<file path="src/rtl/control_sequencer_pkg.sv">
`default_nettype none
// ============================================================================
// Module   : control_sequencer_pkg
// Purpose  : Opcodes, FSM states and decoded control-word type for the sequencer
// Revision : 1.0
// ============================================================================
package control_sequencer_pkg;

    localparam logic [3:0] OP_LDI  = 4'h8;
    localparam logic [3:0] OP_LD   = 4'h9;
    localparam logic [3:0] OP_ST   = 4'hA;
    localparam logic [3:0] OP_BZ   = 4'hB;
    localparam logic [3:0] OP_JMP  = 4'hC;
    localparam logic [3:0] OP_JAL  = 4'hD;
    localparam logic [3:0] OP_HALT = 4'hE;
    localparam logic [3:0] OP_ILL  = 4'hF;

    localparam logic [3:0] FS_PASSA_DEF = 4'h0;
    localparam logic [3:0] FS_PASSB_DEF = 4'hC;

    typedef enum logic [1:0] {
        ST_IDLE  = 2'd0,
        ST_FETCH = 2'd1,
        ST_EXEC  = 2'd2,
        ST_HALT  = 2'd3
    } state_t;

    typedef enum logic [1:0] {
        PC_INC  = 2'd0,
        PC_TGT  = 2'd1,
        PC_HOLD = 2'd2
    } pc_sel_t;

    typedef struct packed {
        logic [3:0] fs;
        logic       mb;
        logic       md;
        logic       mp;
        logic       rw;
        logic       dmem_req;
        logic       dmem_we;
        logic       illegal;
        logic       done;     // instruction completes on this edge
        logic       to_halt;
        pc_sel_t    pc_sel;
    } ctrl_t;

endpackage
`default_nettype wire

</file>
<file path="src/rtl/control_sequencer_instr_decoder.sv">
`default_nettype none
// ============================================================================
// Module   : control_sequencer_instr_decoder
// Purpose  : Combinational EXEC-state decode of opcode, memory ack and Z flag
// Revision : 1.0
// ============================================================================
module control_sequencer_instr_decoder
    import control_sequencer_pkg::*;
#(
    parameter logic [3:0] FS_PASSA = FS_PASSA_DEF,
    parameter logic [3:0] FS_PASSB = FS_PASSB_DEF
) (
    input  logic [3:0] i_op,
    input  logic       i_dmem_ack,
    input  logic       i_z,
    output ctrl_t      o_ctrl
);

    always_comb begin
        o_ctrl        = '0;
        o_ctrl.pc_sel = PC_INC;
        o_ctrl.done   = 1'b1;
        case (i_op)
            OP_LDI: begin
                o_ctrl.mb = 1'b1;
                o_ctrl.fs = FS_PASSB;
                o_ctrl.rw = 1'b1;
            end
            OP_LD: begin
                // Write back only once the load data is on DataIn
                o_ctrl.dmem_req = 1'b1;
                o_ctrl.md       = 1'b1;
                o_ctrl.rw       = i_dmem_ack;
                o_ctrl.done     = i_dmem_ack;
                o_ctrl.pc_sel   = i_dmem_ack ? PC_INC : PC_HOLD;
            end
            OP_ST: begin
                o_ctrl.dmem_req = 1'b1;
                o_ctrl.dmem_we  = 1'b1;
                o_ctrl.done     = i_dmem_ack;
                o_ctrl.pc_sel   = i_dmem_ack ? PC_INC : PC_HOLD;
            end
            OP_BZ: begin
                o_ctrl.fs     = FS_PASSA;
                o_ctrl.pc_sel = i_z ? PC_TGT : PC_INC;
            end
            OP_JMP: begin
                o_ctrl.pc_sel = PC_TGT;
            end
            OP_JAL: begin
                o_ctrl.mp     = 1'b1;
                o_ctrl.rw     = 1'b1;
                o_ctrl.pc_sel = PC_TGT;
            end
            OP_HALT: begin
                o_ctrl.pc_sel  = PC_HOLD;
                o_ctrl.to_halt = 1'b1;
            end
            OP_ILL: begin
                o_ctrl.illegal = 1'b1;
            end
            default: begin
                o_ctrl.fs = {1'b0, i_op[2:0]};
                o_ctrl.rw = 1'b1;
            end
        endcase
    end

endmodule
`default_nettype wire

</file>
<file path="src/rtl/control_sequencer.sv">
`default_nettype none
// ============================================================================
// Module   : control_sequencer
// Purpose  : Multi-cycle fetch/execute control unit for the 16-bit datapath
// Revision : 1.0
// ============================================================================
module control_sequencer
    import control_sequencer_pkg::*;
#(
    parameter logic [3:0] FS_PASSA = FS_PASSA_DEF,
    parameter logic [3:0] FS_PASSB = FS_PASSB_DEF
) (
    input  logic        clk_main,
    input  logic        reset,
    input  logic [15:0] instr_in,
    output logic        imem_req,
    input  logic        imem_ack,
    output logic        dmem_req,
    output logic        dmem_we,
    input  logic        dmem_ack,
    input  logic        Z,
    output logic [5:0]  PC,
    output logic [3:0]  DR,
    output logic [3:0]  SA,
    output logic [3:0]  SB,
    output logic [3:0]  FS,
    output logic        MB,
    output logic        MD,
    output logic        RW,
    output logic        MP,
    output logic        halted,
    output logic        illegal
);

    state_t      state_q, state_d;
    logic [5:0]  pc_q, pc_d;
    logic [15:0] ir_q, ir_d;
    ctrl_t       w_ctrl;

    control_sequencer_instr_decoder #(
        .FS_PASSA (FS_PASSA),
        .FS_PASSB (FS_PASSB)
    ) u_decoder (
        .i_op       (ir_q[15:12]),
        .i_dmem_ack (dmem_ack),
        .i_z        (Z),
        .o_ctrl     (w_ctrl)
    );

    always_ff @(posedge clk_main or negedge reset) begin
        if (!reset) begin
            state_q <= ST_IDLE;
            pc_q    <= 6'd0;
            ir_q    <= 16'h0000;
        end else begin
            state_q <= state_d;
            pc_q    <= pc_d;
            ir_q    <= ir_d;
        end
    end

    assign PC = pc_q;
    assign DR = ir_q[11:8];
    assign SA = ir_q[7:4];
    assign SB = ir_q[3:0];

    always_comb begin
        state_d  = state_q;
        pc_d     = pc_q;
        ir_d     = ir_q;
        imem_req = 1'b0;
        dmem_req = 1'b0;
        dmem_we  = 1'b0;
        FS       = 4'h0;
        MB       = 1'b0;
        MD       = 1'b0;
        RW       = 1'b0;
        MP       = 1'b0;
        halted   = 1'b0;
        illegal  = 1'b0;
        case (state_q)
            ST_IDLE: begin
                state_d = ST_FETCH;
            end
            ST_FETCH: begin
                imem_req = 1'b1;
                if (imem_ack) begin
                    ir_d    = instr_in;
                    state_d = ST_EXEC;
                end
            end
            ST_EXEC: begin
                dmem_req = w_ctrl.dmem_req;
                dmem_we  = w_ctrl.dmem_we;
                FS       = w_ctrl.fs;
                MB       = w_ctrl.mb;
                MD       = w_ctrl.md;
                RW       = w_ctrl.rw;
                MP       = w_ctrl.mp;
                illegal  = w_ctrl.illegal;
                case (w_ctrl.pc_sel)
                    PC_INC:  pc_d = pc_q + 6'd1;   // 6-bit wrap is intended
                    PC_TGT:  pc_d = ir_q[5:0];
                    default: pc_d = pc_q;
                endcase
                if (w_ctrl.to_halt) begin
                    state_d = ST_HALT;
                end else if (w_ctrl.done) begin
                    state_d = ST_FETCH;
                end
            end
            ST_HALT: begin
                halted = 1'b1;
            end
            default: begin
                state_d = ST_IDLE;
            end
        endcase
    end

endmodule
`default_nettype wire

</file>
<file path="config.mk">
export PLATFORM = sky130hd
export DESIGN_NAME = control_sequencer
export DESIGN_NICKNAME = d
export VERILOG_FILES = /design/src/rtl/control_sequencer_pkg.sv /design/src/rtl/control_sequencer_instr_decoder.sv /design/src/rtl/control_sequencer.sv
export SDC_FILE = /design/constraint.sdc
export NUM_CORES = 1
export LEC_CHECK = 0
export CAP_MARGIN = 40
export CORE_MARGIN = 4
export CORE_UTILIZATION = 40
export DETAILED_ROUTE_END_ITERATION = 6
export PLACE_DENSITY = 0.76
export SLEW_MARGIN = 0
export SYNTH_ARGS = -nofsm -noshare
export SYNTH_HDL_FRONTEND = slang
export SYNTH_SLANG_ARGS = --single-unit
export TNS_END_PERCENT = 30
</file>
<file path="constraint.sdc">
create_clock -name clk_main -period 1.8 [get_ports clk_main]
set_clock_uncertainty 0.1 [all_clocks]
set_input_delay 0.54 -clock clk_main [delete_from_list [all_inputs] [get_ports clk_main]]
set_output_delay 0.54 -clock clk_main [all_outputs]
set_load 0.01 [all_outputs]
</file>
==> results of run 1 <==
cells in the final DEF, fill, tap and decap left out, drive strengths merged, types with 2 or more instances in the layout:
cell type      instances
buf                   56
a21oi                  3
clkdlybuf4s50         19
dlygate4sd2           19
mux2i                  6
inv                   10
o21ai                  2
ha                     5
o2111ai                2
a22oi                  4
nor3                   2
nor2                   6
o221ai                 4
nand2                  4
nand4                  2
mux2                  18
nor2b                  3
nand2b                 2
clkbuf                 4
and3                   5
dfrtp                 24
o21a                   2
path summary, 6_finish.rpt:
kind                             from          to  depth (start not counted)
min                           ir_q[6]     ir_q[6]                          1
max in group asynchronous       reset    ir_q[12]                          2
max reg2reg                state_q[1]  state_q[0]                          8
min in group asynchronous       reset     ir_q[1]                          2
max                        state_q[0]          MD                          6
min reg2reg                   ir_q[6]     ir_q[6]                          1
sequential cells by signal, indices dropped and copies added (netlist names):
register and cells:
ir_q 16, PC 6, state_q 2
worst max-delay path, cell delays in order (launching register included):
cell      delay [ns]
dfrtp_1         0.41
inv_2           0.08
ha_4            0.14
nand3b_1        0.18
buf_4           0.21
nor2_2          0.10
buf_2           0.15
area by class of cell:
class                           instances  area share, %
Inverter                               10          1.701
Tap cell                               46          2.446
Timing Repair Buffer                   94          34.98
Sequential cell                        24          25.57
Clock buffer                            4          1.542
Multi-Input combinational cell         80          33.76
metrics by stage:
step,hold WS [ns],utilization [%]
5_1_grt,0.4456,68.90
3_3_place_gp,0.3865,61.43
4_1_cts,0.4199,66.23
2_1_floorplan,0.1444,-
3_5_place_dp,0.3957,61.43
6_report,0.4177,68.90
metal layers:
| metal | vias to the layer above | global-route usage (%) | share of wire, % |
|---|---|---|---|
| li1 | 617 | - | - |
| met1 | 654 | 19.96 | 38 |
| met2 | 32 | 33.45 | 55 |
| met3 | 8 | 4.433 | 5.1 |
| met4 | 0 | 3.970 | 2.4 |
| met5 | - | 0 | 0 |
cell families (layout without fill, tap and decap cells):
logic type,Yosys count,after routing,share of synthesized area (%)
AO/OA/AOI/OAI,21,21,12.25
adder cells (fa/ha/maj),5,5,4.344
buffers and inverters,28,108,11.29
flip-flops,24,24,41.70
multiplexers,24,24,18.77
AND/OR/NAND/NOR,30,30,11.64
power by group:
group	switching [W]	internal [W]
Clock	0.000161	0.000123
Sequential	0	0.000539
Combinational	0.0000186	0.0000422
what timing repair did:
action / 4_1_cts / 5_1_grt
hold endpoints to repair: 0 / 0
pin swaps: 12 / 4
gates cloned: 0 / 0
setup buffers: 12 / 5
setup endpoints to repair: 35 / 37
resized for setup: 97 / 17
==> impl_metrics.toml, run 1 <==
[drt]
viasPerCell = 5.081
initialDrtViolationCount = 32
vias = 1311
dr.pass1.iters = 4
remaining_drc_errors = 0
ant_nets = 0
wl_per_cell_um = 15.47
wl_mm = 3.991

[cells_and_area]
final_nets = 239
drive_gt1_share_pct = 48.58
multiInputGateArea_sq_um = 794.5
ff_latch_area_sq_um = 601.8
area_growth_pct = 63.42
finalNonFillerCells = 258
final.fill_count = 262
final_area_sq_um = 2354
num_antenna_cells = 0

[cts]
htreeDepth = 1
postCtsHoldBufs = 0
cts_tree = "done"
clock_latency_ns = 0.31
root_buffer = "clkbuf_4"
cts.sinks = 24
numCtsBuffers = 3
cts.clk_slew.worst_paths_ns = 0.13
clk_path_buf_depth = 2

[flow_run]
maxCapViolCount = 0

[timing]
setup_slack_ns = -0.4130
max_freq_ghz = 0.4519
rsz0062_at_grt = "yes"
tightest_slew_ns = 0.3070
fin_crit_sh_pct = 122.9
drv_slew = 0
finalSetupTns_ns = -4.641
hold_violations = 0
maxSlewHeadroom_pct = 79.53
min_period_ns = 2.213
final-setup-viol-count = 20

[yosys]
ys_seq_area_share_pct = 41.70
synthCells = 132
synth_common_cells = "dfrtp_1, mux2_2, buf_4"
yosys.cell_types.count = 34
synthTopCellsByArea = "dfrtp_1, mux2_2, buf_4, ha_1, mux2i_1"
synth-edff-count = 0
ys_ff_latch = 24
yosys.area.top_type = "dfrtp_1"
yosys.area.top_type_share_pct = 41.70
yosysWarnings = 0
ys.flop_type = "dfrtp_1"
syn_avg_cell_area_sq_um = 10.91
synth_area_sq_um = 1440
synth_nets = 158
yosysMostFrequentCell = "dfrtp_1"
async_flop_share_pct = 100.0

[placement]
placed_area_sq_um = 2098
dp_cells = 238
place_ws_ns = -0.9000
dp_hpwl_mm = 2.656
port_buffers = 51
place.gp.congestion = 0.8544

[global_route]
grt_pass1_vias = 1345
grt_overflow = 0
grt.total_usage_pct = 17.79
antenna_found_initial = 0
grt_max_degree = 25
grt_pass1_wl_mm = 6.230

[floorplanning]
die_area_sq_um = 4624
row_count = 21
io_pins = 52
core_sq_um = 3416
chipHeight_um = 68
die_x_um = 68
initial_core_util_pct = 42.16

[critical_path]
endpoint_kind = "primary output"
critPathLaunchType = "flip-flop"
cp_max_fo = 4
r2r_setup_slack_ns = -0.15
critical_path_required_ns = 1.16
arrival_ns = 1.57
worstSetupPathType = "flip-flop to primary output"

[power]
p_per_area_nw_per_um2 = 375.6
vdd_drop_max_uv = 340.3
leakagePower_nw = 1.212
p_total_w = 0.0008839

[status]
status = "finished, violations left"
violations = "setup timing"

[min_path]
hold_class = "flip-flop to flip-flop"
Note: power is estimated with default switching activity, not from simulation.
==> run 2: changes to the inputs <==
ABC_CLOCK_PERIOD_IN_PS = 1800   (was unset)
CTS_CLUSTER_SIZE = 28   (was unset)
GPL_TIMING_DRIVEN = 0   (was unset)
==> impl_metrics.toml, run 2 (synthesized netlist as in run 1, its figures left out) <==
[global_route]
grt.total_usage_pct = 17.96
grt_pass1_vias = 1288
grt_max_degree = 19
antenna_found_initial = 0
grt_pass1_wl_mm = 6.161
grt_overflow = 0

[cts]
clk_path_buf_depth = 2
root_buffer = "clkbuf_4"
numCtsBuffers = 3
cts.clk_slew.worst_paths_ns = 0.14
cts.sinks = 24
htreeDepth = 1
clock_latency_ns = 0.32
cts_tree = "done"

[floorplanning]
chipHeight_um = 68
row_count = 21
initial_core_util_pct = 42.16
core_sq_um = 3416
die_area_sq_um = 4624
die_x_um = 68
io_pins = 52

[cells_and_area]
ff_latch_area_sq_um = 604.3
final_cell_mix = "buf_4, dfrtp_1, clkdlybuf4s50_1"
area_growth_pct = 60.30
final_area_sq_um = 2308
top_register = "ir_q"
final_nets = 236
num_antenna_cells = 0
largest_reg_flops = 16
drive_gt1_share_pct = 53.11
final_common_cell = "buf_4"
multiInputGateArea_sq_um = 790.8
final.fill_count = 279

[drt]
wl_mm = 3.971
wl_per_cell_um = 15.57
remaining_drc_errors = 0
viasPerCell = 5.110
dr.pass1.iters = 4
ant_nets = 0
initialDrtViolationCount = 29
vias = 1303

[timing]
tightest_slew_ns = 0.4035
max_freq_ghz = 0.4446
drv_slew = 0
min_period_ns = 2.249
setup_slack_ns = -0.4494
fin_crit_sh_pct = 125.0
hold_violations = 0
finalSetupTns_ns = -4.400
maxSlewHeadroom_pct = 73.01
hold_ws_ns = 0.3892
final-setup-viol-count = 16
rsz0062_at_grt = "yes"

[status]
status = "finished, violations left"
violations = "setup timing"

[critical_path]
cp_max_fo = 3
critical_path_required_ns = 1.16
critPathLaunchType = "flip-flop"
crit_slowest_cell = "dfrtp_1"
endpoint_kind = "primary output"
crit_buf_inv = 3
cp_slowest_stage_delay_ns = 0.43
path_delay_family = "buffers and inverters"
arrival_ns = 1.61
cp_cell_sequence = "inv_2 > ha_4 > nand3b_1 > buf_4 > a21oi_4 > buf_2"
cp_num_cells = 6
critPathLaunch = "state_q[0]"
r2r_end = "PC[1]"
reg2reg_from = "ir_q[14]"
r2r_setup_slack_ns = -0.13
r2r_cells = 6
worstSetupPathType = "flip-flop to primary output"
cp-endpoint = "dmem_req"

[flow_run]
maxCapViolCount = 0

[placement]
dp_hpwl_mm = 2.604
place.gp.congestion = 0.8460
port_buffers = 51
place_ws_ns = -0.9087
placed_area_sq_um = 2037

[power]
p_per_area_nw_per_um2 = 390.3
leakagePower_nw = 1.168
vdd_drop_max_uv = 251.6
p_total_w = 0.0009011

[min_path]
hold_class = "input port to async pin"
[run 2: metrics by stage]
step / instances / util [%]
floorplan: 132 / -
global placement: 229 / 58.83
detailed placement: 230 / 59.63
CTS: 248 / 63.26
global route: 255 / 67.58
finish: 255 / 67.58
[run 2: repair_timing]
item                                    in CTS  in global routing
pin swaps                                    9                  4
endpoints found under the setup margin      42                 27
gates resized for setup                     95                 23
buffers inserted                            14                  7
hold buffers                                 0                  0
[run 2: worst min-delay path by stage]
stage                         from    endpoint  slack, ns  cells after the start
after global routing         reset  state_q[0]       0.39                      1
after floorplan              reset       PC[0]       0.14                      0
after CTS                    reset     ir_q[1]       0.39                      1
final                        reset  state_q[0]       0.39                      1
after global placement     ir_q[9]     ir_q[9]       0.39                      1
after detailed placement  ir_q[11]    ir_q[11]       0.40                      1
[run 2: layout make-up]
| cell class | count | share of cell area [%] |
|---|---|---|
| flip-flops and latches | 24 | 26.18 |
| plain buffers | 18 | 6.992 |
| multi-input cells | 80 | 34.25 |
| clock buffers | 4 | 1.572 |
| well taps | 46 | 2.493 |
| repair buffers | 73 | 26.78 |
| inverters | 10 | 1.734 |
[run 2: power breakdown]
group	total [W]	switching, W	internal (W)
Clock	0.000295	0.000172	0.000124
Combinational	0.0000665	0.0000206	0.0000459
Sequential	0.000539	0	0.000539
Total	0.000901	0.000192	0.000709
[run 2: routing by layer]
| layer | GRT usage (%) | wire length (um) |
|---|---|---|
| met3 | 5.419 | 268 |
| met5 | 0 | 0 |
| met4 | 7.940 | 69 |
| met1 | 19.53 | 1475 |
| met2 | 31.89 | 2157 |
